## config.mk

```make
export PLATFORM = sky130hd
export DESIGN_NAME = jt12_timers_ab
export DESIGN_NICKNAME = d
export VERILOG_FILES = /design/src/rtl/jt12_timers_ab.sv
export SDC_FILE = /design/constraint.sdc
export NUM_CORES = 1
export LEC_CHECK = 0
export BUFFER_PORTS_ARGS = -buffer_cell sky130_fd_sc_hd__buf_2
export CAP_MARGIN = 20
export CORE_MARGIN = 2
export CORE_UTILIZATION = 55
export DETAILED_ROUTE_END_ITERATION = 6
export PLACE_DENSITY = 0.85
export SYNTH_ARGS = -nofsm -noshare
export SYNTH_HDL_FRONTEND = slang
export SYNTH_SLANG_ARGS = --single-unit
```

## constraint.sdc

```tcl
create_clock -name clk -period 5.78 [get_ports clk]
set_input_delay 1.445 -clock clk [delete_from_list [all_inputs] [get_ports clk]]
set_output_delay 1.445 -clock clk [all_outputs]
set_load 0.005 [all_outputs]
```

## src/rtl/jt12_timers_ab.sv

```systemverilog
// FM timer A/B: sample tick from clk_en, two reloading up-counters, sticky flags, registered IRQ.
// Optional TIMER_CSM_EN macro adds csm_mode/csm_keyon (CSM key-on pulse on timer A overflow).
module jt12_timers_ab #(
    parameter int SLOTS = 24,
    parameter int B_DIV = 16
) (
    input  logic       clk,
    input  logic       rst_n,
    input  logic       clk_en,
    input  logic [9:0] value_A,
    input  logic [7:0] value_B,
    input  logic       load_A,
    input  logic       load_B,
    input  logic       flagen_A,
    input  logic       flagen_B,
    input  logic       clr_flag_A,
    input  logic       clr_flag_B,
`ifdef TIMER_CSM_EN
    input  logic       csm_mode,
    output logic       csm_keyon,
`endif
    output logic       flag_A,
    output logic       flag_B,
    output logic       overflow_A,
    output logic       irq_n
);

    localparam logic [4:0] SLOT_LAST = 5'(SLOTS - 1);
    localparam logic [3:0] BDIV_LAST = 4'(B_DIV - 1);

    logic [4:0] slot_cnt_q, slot_cnt_d;
    logic [3:0] bdiv_cnt_q, bdiv_cnt_d;
    logic [9:0] cnt_A_q, cnt_A_d;
    logic [7:0] cnt_B_q, cnt_B_d;
    logic       load_A_q, load_B_q;
    logic       overflow_A_q, overflow_A_d;
    logic       overflow_B_q, overflow_B_d;
    logic       flag_A_q, flag_A_d;
    logic       flag_B_q, flag_B_d;
    logic       irq_n_q, irq_n_d;
    logic       tick, btick, rise_A, rise_B, wrap_A, wrap_B;

    always_comb begin
        tick   = clk_en && (slot_cnt_q == SLOT_LAST);
        btick  = tick && (bdiv_cnt_q == BDIV_LAST);
        rise_A = load_A && !load_A_q;
        rise_B = load_B && !load_B_q;
        wrap_A = tick && load_A && (cnt_A_q == 10'h3FF);
        wrap_B = btick && load_B && (cnt_B_q == 8'hFF);

        slot_cnt_d = slot_cnt_q;
        if (clk_en)
            slot_cnt_d = (slot_cnt_q == SLOT_LAST) ? 5'd0 : slot_cnt_q + 5'd1;

        bdiv_cnt_d = bdiv_cnt_q;
        if (tick)
            bdiv_cnt_d = (bdiv_cnt_q == BDIV_LAST) ? 4'd0 : bdiv_cnt_q + 4'd1;

        // A fresh load edge wins over counting; the overflow strobe is still produced.
        cnt_A_d = cnt_A_q;
        if (rise_A)
            cnt_A_d = value_A;
        else if (tick && load_A)
            cnt_A_d = wrap_A ? value_A : cnt_A_q + 10'd1;

        cnt_B_d = cnt_B_q;
        if (rise_B)
            cnt_B_d = value_B;
        else if (btick && load_B)
            cnt_B_d = wrap_B ? value_B : cnt_B_q + 8'd1;

        overflow_A_d = wrap_A;
        overflow_B_d = wrap_B;

        flag_A_d = flag_A_q;
        if (overflow_A_q && flagen_A)
            flag_A_d = 1'b1;
        else if (clr_flag_A)
            flag_A_d = 1'b0;

        flag_B_d = flag_B_q;
        if (overflow_B_q && flagen_B)
            flag_B_d = 1'b1;
        else if (clr_flag_B)
            flag_B_d = 1'b0;

        // Built from next-state flags so irq_n changes on the same edge as the flags.
        irq_n_d = !(flag_A_d || flag_B_d);
    end

    always_ff @(posedge clk or negedge rst_n) begin
        if (!rst_n) begin
            slot_cnt_q   <= 5'd0;
            bdiv_cnt_q   <= 4'd0;
            cnt_A_q      <= 10'd0;
            cnt_B_q      <= 8'd0;
            load_A_q     <= 1'b0;
            load_B_q     <= 1'b0;
            overflow_A_q <= 1'b0;
            overflow_B_q <= 1'b0;
            flag_A_q     <= 1'b0;
            flag_B_q     <= 1'b0;
            irq_n_q      <= 1'b1;
        end else begin
            slot_cnt_q   <= slot_cnt_d;
            bdiv_cnt_q   <= bdiv_cnt_d;
            cnt_A_q      <= cnt_A_d;
            cnt_B_q      <= cnt_B_d;
            load_A_q     <= load_A;
            load_B_q     <= load_B;
            overflow_A_q <= overflow_A_d;
            overflow_B_q <= overflow_B_d;
            flag_A_q     <= flag_A_d;
            flag_B_q     <= flag_B_d;
            irq_n_q      <= irq_n_d;
        end
    end

    assign flag_A     = flag_A_q;
    assign flag_B     = flag_B_q;
    assign overflow_A = overflow_A_q;
    assign irq_n      = irq_n_q;

`ifdef TIMER_CSM_EN
    logic [4:0] csm_cnt_q, csm_cnt_d;

    // Key-on length counts clk_en periods; a retrigger reloads the full length.
    always_comb begin
        csm_cnt_d = csm_cnt_q;
        if (wrap_A && csm_mode)
            csm_cnt_d = 5'(SLOTS);
        else if (clk_en && (csm_cnt_q != 5'd0))
            csm_cnt_d = csm_cnt_q - 5'd1;
    end

    always_ff @(posedge clk or negedge rst_n) begin
        if (!rst_n)
            csm_cnt_q <= 5'd0;
        else
            csm_cnt_q <= csm_cnt_d;
    end

    assign csm_keyon = (csm_cnt_q != 5'd0);
`endif

endmodule

```

# Yosys cells after proc, flatten, opt, wreduce, memory -nomap -nowiden
# Cells that the tools add are included.
classes:
  add_sub_neg: 4
  eq_ne: 4
  n_mux: 12
  reduce_logical: 16
ops:
  columns: ["op", "count"]
  rows:
  - ["$mux W10", 3]
  - ["$mux W8", 3]
  - ["$add A10 B1 Y10 const B", 1]
  - ["$eq A10 B10 Y1 const B", 1]
  - ["$logic_and A1 B1 Y1", 10]
  - ["$add A8 B1 Y8 const B", 1]
  - ["$eq A8 B8 Y1 const B", 1]
  - ["$add A5 B1 Y5 const B", 1]
  - ["$eq A5 B5 Y1 const B", 1]
  - ["$mux W5", 1]
  - ["$add A4 B1 Y4 const B", 1]
  - ["$eq A4 B4 Y1 const B", 1]
  - ["$mux W1", 4]
  - ["$mux W4", 1]
  - ["$reduce_bool A2 Y1", 2]
  - ["$logic_not A1 Y1", 3]
  - ["$logic_or A1 B1 Y1", 1]
word_totals:
  ff_bits: 34
  inputBits: 27
  out_inout_bits: 4
  word_cells: 47

# Depth between registers and ports, before layout
# Gate-level depths: netlist of the first run.
depth:
  ltp_word: 8
  depth_mapped: 7
  mapped_depth_nobuf: 6

# Worst setup path before layout of the first run
# No wires, ideal clock.
synth_path:
  kind: "input -> register"
  from: "input clk_en"
  to: "register cnt_A_q[2]"
  setup_ps: 125
  arrival_ps: 2769
  t_required_ps: 5655
  setup_slack_ps: 2886
  stages: 5
  path_buffers: 1
  path_cell_list: "nand3_4 > o41ai_4 > and2_0 > buf_4 > mux2_2"
synth_between:
  elab_chain_cells: 6
  elab_cells_between_ends: 7
  cone_classes: "mux (3); reduce/logical (4)"
synth_rtl:
  columns: ["element", "line_no", "text"]
  rows:
  - ["start: declaration", "9", "input logic clk_en,"]
  - ["$logic_and A1 B1 Y1 *", "44", "tick = clk_en && (slot_cnt_q == SLOT_LAST);"]
  - ["$logic_and A1 B1 Y1 *", "48, 63", null]
  - ["$logic_and A1 B1 Y1", "48", "wrap_A = tick && load_A && (cnt_A_q == 10'h3FF);"]
  - ["$mux W10", "64", "cnt_A_d = wrap_A ? value_A : cnt_A_q + 10'd1;"]
  - ["$mux W10", "63", "else if (tick && load_A)"]
  - ["$mux W10", "61", "if (rise_A)"]
  - ["end signal: assignment", "107", "cnt_A_q <= cnt_A_d;"]
  - ["end: declaration", "33", "logic [9:0] cnt_A_q, cnt_A_d;"]
# Mark *: on every way between the ends. The rest lies on a longest branch, timed or not. The select of a mux whose other input is x is not followed.
# A chain may end at the register's enable or synchronous reset.

# Final worst setup path of the first run
layout_path:
  from: "input clk_en"
  to: "register cnt_A_q[4]"
# Same word-level chain as after synthesis.

==> impl_metrics.tcl, run 1 <==
set metrics [dict create \
    cts_sinks 34 \
    hold_violations 0 \
    comb_power_share_pct 20.7 \
    rsz0062_at_grt "no" \
    syn_to_final_growth_pct 15.2 \
    clockBufferDepth 2 \
    clkTransAtPathRegs_ns 0.11 \
    die_area_mm2 0.00389 \
    numCtsBuffers 5 \
    crit_required_ns 6.02 \
    synth_nets 225 \
    crit_end "cnt_A_q[4]" \
    num_vias 1597 \
    gr-total-overflow 0 \
    synth_cell_type_count 52 \
    via_per_inst 5.85 \
    syn_avg_cell_area_um2 9.66 \
    maxSlewHeadroom_pct 50.9 \
    leakagePower_nw 0.960 \
    rows 21 \
    drtIter0Drc 88 \
    port_buffers 30 \
    grt_use_total_pct 22.4 \
    ys_warn_count 0 \
    wl_per_cell_um 14.3 \
    start_util_pct 56.6 \
    path_class "in2reg" \
    cts_hold_buffers 0 \
    cts_resized 0 \
    drive_above_1_share_pct 23.3 \
    pin_count 31 \
    drt-total-wl_um 3900 \
    yosysMostFrequentCell "dfrtp_1" \
    final_nets 257 \
    die_w_um 62.4 \
    cp-end-kind "flip-flop" \
    fill_cells 284 \
    slew_violations 0 \
    clkPwrFrac_pct 31.5 \
    synth_edf_count 0 \
    place_area_mm2 0.00205 \
    reg2regPathDepth 5 \
    grt_max_degree 35 \
    finalSetupViolCount 0 \
    synthArstFlopShare_pct 100 \
    worstPathMaxFanout 14 \
    clock_skew_ns 0.00338 \
    ys.flop_type "dfrtp_1" \
    root_buffer "clkbuf_4" \
    antenna_found_initial 0 \
    core_area_mm2 0.00331 \
    p_int_uw 486 \
    synth_cells 194 \
    cp_data_arrival_time_ns 3.31 \
    p_per_area_mw_per_mm2 325 \
    r2r-end "cnt_A_q[4]" \
    dpl_worst_slack_ns 2.36 \
    cts_tree "yes" \
    fin_crit_sh_pct 53.2 \
    ff2ff_setup_slack_ns 3.33 \
    synth_top_area_cell "dfrtp_1" \
    clock_latency_ns 0.35 \
    ant_nets 0 \
    max_freq_mhz 325 \
    reg2reg_from "slot_cnt_q[0]" \
    grt_pass1_wl_um 7060 \
    worstMarginPinSlew_ns 0.737 \
    drc_errors 0 \
    fin_area_mm2 0.00216 \
    switchingPower_uw 216 \
    setup_tns_ns 0 \
    dp_hpwl_um 2770 \
    maxCapViolations 0 \
    yosys-top-cells-count "33 x dfrtp_1, 30 x nand2_1, 12 x o21ai_0" \
    die_h_um 62.4 \
    startpoint "clk_en" \
    finalCriticalPeriod_ns 3.07 \
    hp-class "reg2reg" \
    grt_pass1_vias 1578 \
    p_seq_share_pct 47.8 \
    firstDrtPassIters 4 \
    yosys-top-cells-area "dfrtp_1 44%, nand2_1 6.0%, o21ai_0 3.2%, nand3_1 2.9%, ha_1 2.7%" \
    ys_ff_latch 34 \
    syn_area_mm2 0.00187 \
    gp_congestion 0.829 \
    ys_seq_area_share_pct 45.5 \
    setup_slack_ns 2.71 \
    cts_max_level 2 \
    cts_setup_buffers 0 \
    n_antenna_cell 0 \
    vdd.ir_drop.worst_mv 0.226 \
    status "finished clean" \
    p_sw_share_pct 30.7 \
    crit_path_start_kind "input pin" \
    yosysTopAreaCellShare_pct 44.1 \
]
-- critical path, stage by stage --
cell and delay [ns]:
buf_2 0.16, nand3_4 0.14, o41ai_4 0.51, and2_0 0.65, mux2_2 0.41
-- how the worst min path moves through the flow --
| stage | startpoint | end | slack (ns) | cells after the start |
|---|---|---|---|---|
| after floorplan | bdiv_cnt_q[3] | bdiv_cnt_q[3] | 0.45 | 1 |
| after global placement | bdiv_cnt_q[3] | bdiv_cnt_q[3] | 0.47 | 1 |
| after detailed placement | bdiv_cnt_q[3] | bdiv_cnt_q[3] | 0.50 | 1 |
| after CTS | bdiv_cnt_q[3] | bdiv_cnt_q[3] | 0.51 | 1 |
| after global routing | bdiv_cnt_q[3] | bdiv_cnt_q[3] | 0.54 | 1 |
| final | bdiv_cnt_q[3] | bdiv_cnt_q[3] | 0.51 | 1 |
-- sequential cells by signal (all words and copies together) (netlist names) --
signal and cells:
load_B_q 1, flag_A 1, bdiv_cnt_q 4, cnt_A_q 10, overflow_B_q 1, cnt_B_q 8, irq_n 1, slot_cnt_q 5
overflow_A 1, load_A_q 1, flag_B 1
-- logic make-up (layout without fill, tap and decap cells) --
group | Yosys count | after routing | share of synthesized area (%)
adders and majority gates | 4 | 4 | 2.67
buffers and inverters | 11 | 44 | 2.80
DFF | 34 | 34 | 45.5
muxes | 7 | 7 | 3.94
xor gates and xnor gates | 4 | 4 | 1.87
and+or+nand+nor | 86 | 86 | 24.5
AOI/OAI and AO/OA | 48 | 48 | 18.8
-- power groups by stage --
stage          clock (mW)  combinational, mW  sequential (mW)
2_1_floorplan           0              0.111            0.324
3_3_place_gp            0              0.135            0.336
3_5_place_dp            0              0.146            0.338
4_1_cts             0.224              0.147            0.335
5_1_grt             0.232              0.166            0.344
6_report            0.221              0.145            0.336
-- layout by cell type, fill, tap and decap left out, types with 2 or more instances in the layout --
| cell type | n |
|---|---|
| dfrtp_1 | 33 |
| nand2_1 | 30 |
| buf_2 | 30 |
| o21ai_0 | 12 |
| nand3_1 | 11 |
| nor2_1 | 10 |
| a21oi_1 | 8 |
| a31oi_1 | 7 |
| inv_1 | 6 |
| clkbuf_4 | 5 |
| nand4_1 | 4 |
| mux2i_1 | 4 |
| ha_1 | 4 |
| nor4_1 | 3 |
| and3_2 | 3 |
| a21o_1 | 3 |
| mux2_2 | 3 |
| o31ai_1 | 3 |
| and2_1 | 3 |
| xnor2_1 | 3 |
| or2_2 | 2 |
| and3_1 | 2 |
| nor2b_1 | 2 |
| a21boi_0 | 2 |
| nor3b_1 | 2 |
| or4_1 | 2 |
| nor3_1 | 2 |
| a221o_1 | 2 |
| bufinv_16 | 2 |
-- area by class of cell --
type                            count  area (µm²)  area share [%]
Inverter                            6        22.5            1.04
Tap cell                           46        57.6            2.67
Sequential cell                    34         852            39.5
Clock buffer                        5        37.5            1.74
Clock inverter                      3        68.8            3.19
Timing Repair Buffer               30         150            6.96
Multi-Input combinational cell    149         970            44.9
-- through the flow --
stage          utilization [%]  instances  hold WS (ns)  power [mW]
6_report                  65.2        273         0.515       0.702
5_1_grt                   65.2        273         0.545       0.743
4_1_cts                   65.2        273         0.510       0.705
3_5_place_dp              62.0        265         0.500       0.484
3_3_place_gp              62.0        265         0.473       0.471
2_1_floorplan                -        194         0.451       0.435
-- metal layers --
metal / part of all wire, % / vias up / routed length (µm) / GRT usage [%]
met5: 0 / - / 0 / 0
met4: 1.6 / 0 / 63 / 9.72
met3: 4.4 / 8 / 173 / 4.32
met2: 50 / 45 / 1940 / 36.5
met1: 44 / 762 / 1720 / 29.2
li1: - / 782 / - / -
Note: power is estimated with default switching activity, not from simulation.
==> inputs of run 2 (changes only) <==
Settings changed: ABC_AREA set to 1, CORE_UTILIZATION 55 to 51, PLACE_DENSITY 0.85 to 0.83.
Clock period 5.78 ns to 2.6 ns, I/O delays scaled along.
==> impl_metrics.tcl, run 2 <==
set metrics [dict create \
    syn_to_final_growth_pct 14.3 \
    maxCapViolations 0 \
    yosysMostFrequentCell "nand2_1" \
    path_class "in2reg" \
    yosysTopAreaCellShare_pct 40.2 \
    hp-class "in2async" \
    start_util_pct 52.1 \
    drtIter0Drc 108 \
    ff2ff_setup_slack_ns 0.89 \
    root_buffer "clkbuf_8" \
    yosys-top-cells-count "80 x nand2_1, 38 x inv_1, 38 x nand3_1" \
    reg2reg_from "slot_cnt_q[0]" \
    leakagePower_nw 1.30 \
    synth_cells 270 \
    grt_use_total_pct 19.6 \
    r2r-end "cnt_A_q[4]" \
    grt_pass1_vias 1531 \
    cts_resized 0 \
    final_nets 336 \
    clkTransAtPathRegs_ns 0.07 \
    cts_tree "yes" \
    reg_top3 "cnt_A_q (10), cnt_B_q (8), slot_cnt_q (5)" \
    synth_top_area_cell "dfrtp_1" \
    grt_pass1_wl_um 6610 \
    firstDrtPassIters 6 \
    die_area_mm2 0.00455 \
    grt_max_degree 35 \
    drive_above_1_share_pct 21.9 \
    rsz0062_at_grt "no" \
    syn_avg_cell_area_um2 7.61 \
    cp-end-kind "flip-flop" \
    via_per_inst 4.97 \
    p_per_area_mw_per_mm2 733 \
    setup_tns_ns 0 \
    fin_crit_sh_pct 67.2 \
    clock_latency_ns 0.29 \
    slew_violations 0 \
    crit_path_start_kind "input pin" \
    finalCriticalPeriod_ns 1.75 \
    clockBufferDepth 2 \
    cts_setup_buffers 0 \
    mostFrequentLayoutCells "80 x nand2_1, 38 x inv_1, 38 x nand3_1, 33 x dfrtp_1, 30 x buf_2" \
    worstMarginPinSlew_ns 0.759 \
    startpoint "load_A" \
    yosys-top-cells-area "dfrtp_1 40%, nand2_1 15%, nand3_1 9.3%, inv_1 6.9%, nand2_2 2.7%" \
    port_buffers 30 \
    n_antenna_cell 0 \
    num_vias 1769 \
    maxSlewHeadroom_pct 49.4 \
    drt-total-wl_um 3960 \
    clock_skew_ns 0.00583 \
    vdd.ir_drop.worst_mv 0.285 \
    ant_nets 0 \
    ys_warn_count 0 \
    antenna_found_initial 0 \
    gp_congestion 0.852 \
    synthArstFlopShare_pct 100 \
    hold_violations 0 \
    synth_nets 301 \
    status "finished clean" \
    core_area_mm2 0.00394 \
    pin_count 31 \
    dp_hpwl_um 3020 \
    die_h_um 67.5 \
    cts_max_level 2 \
    max_freq_mhz 572 \
    ys_ff_latch 34 \
    cts_sinks 34 \
    fin_area_mm2 0.00235 \
    place_area_mm2 0.00226 \
    cp_data_arrival_time_ns 1.97 \
    wl_per_cell_um 11.1 \
    synth_cell_type_count 28 \
    die_w_um 67.5 \
    numCtsBuffers 5 \
    gr-total-overflow 0 \
    final_common_cell "nand2_1" \
    cts_hold_buffers 0 \
    drc_errors 0 \
    synth_edf_count 0 \
    finalSetupViolCount 0 \
    rows 23 \
    syn_area_mm2 0.00206 \
    worstPathMaxFanout 11 \
    top_register "cnt_A_q" \
    ys_seq_area_share_pct 41.4 \
    ys.flop_type "dfrtp_1" \
    crit_required_ns 2.83 \
    largest_reg_flops 10 \
    reg2regPathDepth 8 \
]
-- run 2: changes by cell type after synthesis, sizes merged, moves of 4 or more --
cell / previous run / this run
a31oi: 7 / 0
nand2: 30 / 93
o21ai: 13 / 6
nor2: 10 / 20
nand3: 12 / 41
inv: 6 / 42
and3: 5 / 0
and2: 4 / 0
mux2i: 4 / 0
-- run 2: layout make-up --
class	instances	area, µm²
multi-input cells	192	1040
flip-flops and latches	34	852
inverters	42	158
repair buffers	30	150
fillers	357	1590
clock buffers	8	90.1
well taps	50	62.6
-- run 2: through the flow --
step	hold slack, ns	total power [mW]	worst slack, ns	instances	utilization, %
2_1_floorplan	0.354	1.19	1.09	270	-
3_3_place_gp	0.486	1.30	0.593	348	57.3
3_5_place_dp	0.498	1.33	0.574	348	57.3
4_1_cts	0.444	1.74	0.884	356	59.6
5_1_grt	0.474	1.86	0.746	356	59.6
6_report	0.422	1.72	0.853	356	59.6
-- run 2: worst max-delay path: stages --
cell     delay [ns]
buf_2          0.13
inv_1          0.05
nor2_1         0.04
inv_1          0.30
nand2_1        0.36
inv_2          0.27
nand2_1        0.09
nand2_1        0.08
-- run 2: how the worst max path moves through the flow --
stage	to	slack, ns	cells past startpoint
2_1_floorplan	cnt_B_q[0]	1.09	9
3_3_place_gp	cnt_A_q[4]	0.59	8
3_5_place_dp	cnt_A_q[4]	0.57	8
4_1_cts	cnt_A_q[4]	0.88	8
5_1_grt	cnt_B_q[7]	0.75	10
6_report	cnt_A_q[4]	0.85	8
-- run 2: power breakdown --
| part | leakage, nW | internal (mW) | switching (mW) | total, mW |
|---|---|---|---|---|
| logic | 0.839 | 0.224 | 0.284 | 0.508 |
| registers | 0.417 | 0.667 | 0.144 | 0.811 |
| clock network | 0.0455 | 0.216 | 0.187 | 0.403 |
-- run 2: cells by family after synthesis --
logic type                 after synthesis  share of synthesized area [%]
AOI/OAI and AO/OA                       15                           4.26
DFF                                     34                           41.4
adders and majority gates                4                           2.43
xor gates and xnor gates                 9                           3.83
muxes                                    2                           1.10
buffers and inverters                   44                           8.09
and+or+nand+nor                        162                           38.8
-- run 2: per-layer routing --
metal | GRT usage [%] | vias up | part of all wire [%]
li1 | - | 930 | -
met1 | 22.6 | 790 | 44
met2 | 33.7 | 38 | 49
met3 | 5.50 | 11 | 4.3
met4 | 8.67 | 0 | 2.4
met5 | 0 | - | 0
==> inputs of run 3 (changes only) <==
Settings changed: CORE_UTILIZATION 51 to 55, PLACE_DENSITY 0.83 to 0.84.
Clock period 2.6 ns to 1.8 ns, I/O delays scaled along.
==> impl_metrics.tcl, run 3 (same netlist as run 2, synthesis figures left out) <==
set metrics [dict create \
    port_buffers 30 \
    reg_top3 "cnt_A_q (10), cnt_B_q (8), slot_cnt_q (5)" \
    setup_tns_ns 0 \
    pin_count 31 \
    worstPathMaxFanout 10 \
    ant_nets 0 \
    hold_violations 0 \
    fill_cells 322 \
    comb_power_share_pct 29.5 \
    final_common_cell "nand2_1" \
    cts_setup_buffers 0 \
    rsz0062_at_grt "no" \
    drive_above_1_share_pct 23.2 \
    top_register "cnt_A_q" \
    leakagePower_nw 1.33 \
    rows 22 \
    antenna_found_initial 0 \
    crit_path_start_kind "flip-flop" \
    drtIter0Drc 80 \
    numCtsBuffers 5 \
    mostFrequentLayoutCells "80 x nand2_1, 38 x inv_1, 38 x nand3_1, 33 x dfrtp_1, 30 x buf_2" \
    start_util_pct 56.6 \
    cts_max_level 2 \
    worstMarginPinSlew_ns 0.416 \
    n_antenna_cell 0 \
    holdWs_ns 0.179 \
    clkPwrFrac_pct 23.3 \
    maxCapViolations 0 \
    status "finished clean" \
    grt_pass1_wl_um 6780 \
    core_area_mm2 0.00363 \
    hp-class "in2async" \
    drt-total-wl_um 3760 \
    total_power_mw 2.48 \
    clock_latency_ns 0.28 \
    cp-end-kind "flip-flop" \
    placedCellCount 351 \
    clkTransAtPathRegs_ns 0.07 \
    cts_tree "yes" \
    num_vias 1768 \
    finalSetupViolCount 0 \
    p_per_area_mw_per_mm2 1040 \
    crit_required_ns 1.97 \
    vdd.ir_drop.worst_mv 0.684 \
    syn_to_final_growth_pct 16.3 \
    largest_reg_flops 10 \
    max_freq_mhz 617 \
    gr-total-overflow 0 \
    p_int_mw 1.61 \
    via_per_inst 4.92 \
    wl_per_cell_um 10.5 \
    die_w_um 65.1 \
    grt_max_degree 35 \
    ff2ff_setup_slack_ns 0.18 \
    setup_slack_ns 0.179 \
    path_class "reg2reg" \
    cts_hold_buffers 0 \
    clockBufferDepth 2 \
    final-seq-area_um2 852 \
    grt_pass1_vias 1645 \
    dp_hpwl_um 2840 \
    grt_use_total_pct 20.3 \
    fin_crit_sh_pct 90.1 \
    cp_data_arrival_time_ns 1.79 \
    root_buffer "clkbuf_8" \
    clock_skew_ns 0.00755 \
    p_sw_share_pct 35.3 \
    slew_violations 0 \
    final_nets 341 \
    finalCriticalPeriod_ns 1.62 \
    p_seq_share_pct 47.3 \
    firstDrtPassIters 4 \
    cts_sinks 34 \
    switchingPower_uw 877 \
    cts_resized 0 \
    drc_errors 0 \
    dpl_worst_slack_ns 0.162 \
    die_h_um 65.1 \
    multi_input_area_mm2 0.00104 \
    final_cells 359 \
    die_area_mm2 0.00424 \
    gp_congestion 0.890 \
    maxSlewHeadroom_pct 72.3 \
]
[run 3: changes by cell type in the layout (fill, tap and decap cells not counted)]
cell and change:
nand2_4 +1, nand2_2 -1, buf_4 +5
[run 3: metrics by stage]
| stage | util [%] | instance area (µm²) |
|---|---|---|
| floorplan | - | 2060 |
| detailed placement | 63.2 | 2290 |
| global route | 65.8 | 2390 |
| global placement | 63.2 | 2290 |
| CTS | 65.6 | 2380 |
| finish | 65.8 | 2390 |
[run 3: power by group through the flow]
| stage | sequential (mW) | clock (mW) | combinational (mW) |
|---|---|---|---|
| 2_1_floorplan | 1.14 | 0 | 0.588 |
| 3_3_place_gp | 1.17 | 0 | 0.709 |
| 3_5_place_dp | 1.18 | 0 | 0.734 |
| 4_1_cts | 1.17 | 0.596 | 0.739 |
| 5_1_grt | 1.20 | 0.622 | 0.854 |
| 6_report | 1.17 | 0.579 | 0.732 |
[run 3: layout make-up]
type / count / share of cell area (%)
multi-input cells: 192 / 43.6
clock buffers: 8 / 3.77
flip-flops and latches: 34 / 35.7
repair buffers: 35 / 7.85
inverters: 42 / 6.60
well taps: 48 / 2.51
[run 3: worst max-delay path, cell delays in order (launching register included)]
cell     delay, ns
dfrtp_1       0.39
ha_1          0.20
nand2_1       0.09
inv_2         0.08
nand3_1       0.12
nor2_2        0.17
nand2_4       0.12
nand2_4       0.14
nand2_1       0.06
nand3_1       0.08
nand2_1       0.05
[run 3: final timing paths]
check                             start             to  cells after the start
setup reg to reg             cnt_A_q[0]     cnt_A_q[9]                     10
hold / removal                    rst_n  slot_cnt_q[3]                      2
min in group clk                 load_A       load_A_q                      1
hold reg to reg            overflow_B_q         flag_B                      2
max in group asynchronous         rst_n          irq_n                      2
setup / recovery             cnt_A_q[0]     cnt_A_q[9]                     10
[run 3: per-layer routing]
layer  vias up  track usage (%)  part of all wire, %
met5         -                0                    0
met3         6             5.14                  4.5
met4         0             7.03                  1.4
li1        931                -                    -
met1       793             24.4                   44
met2        38             35.4                   50
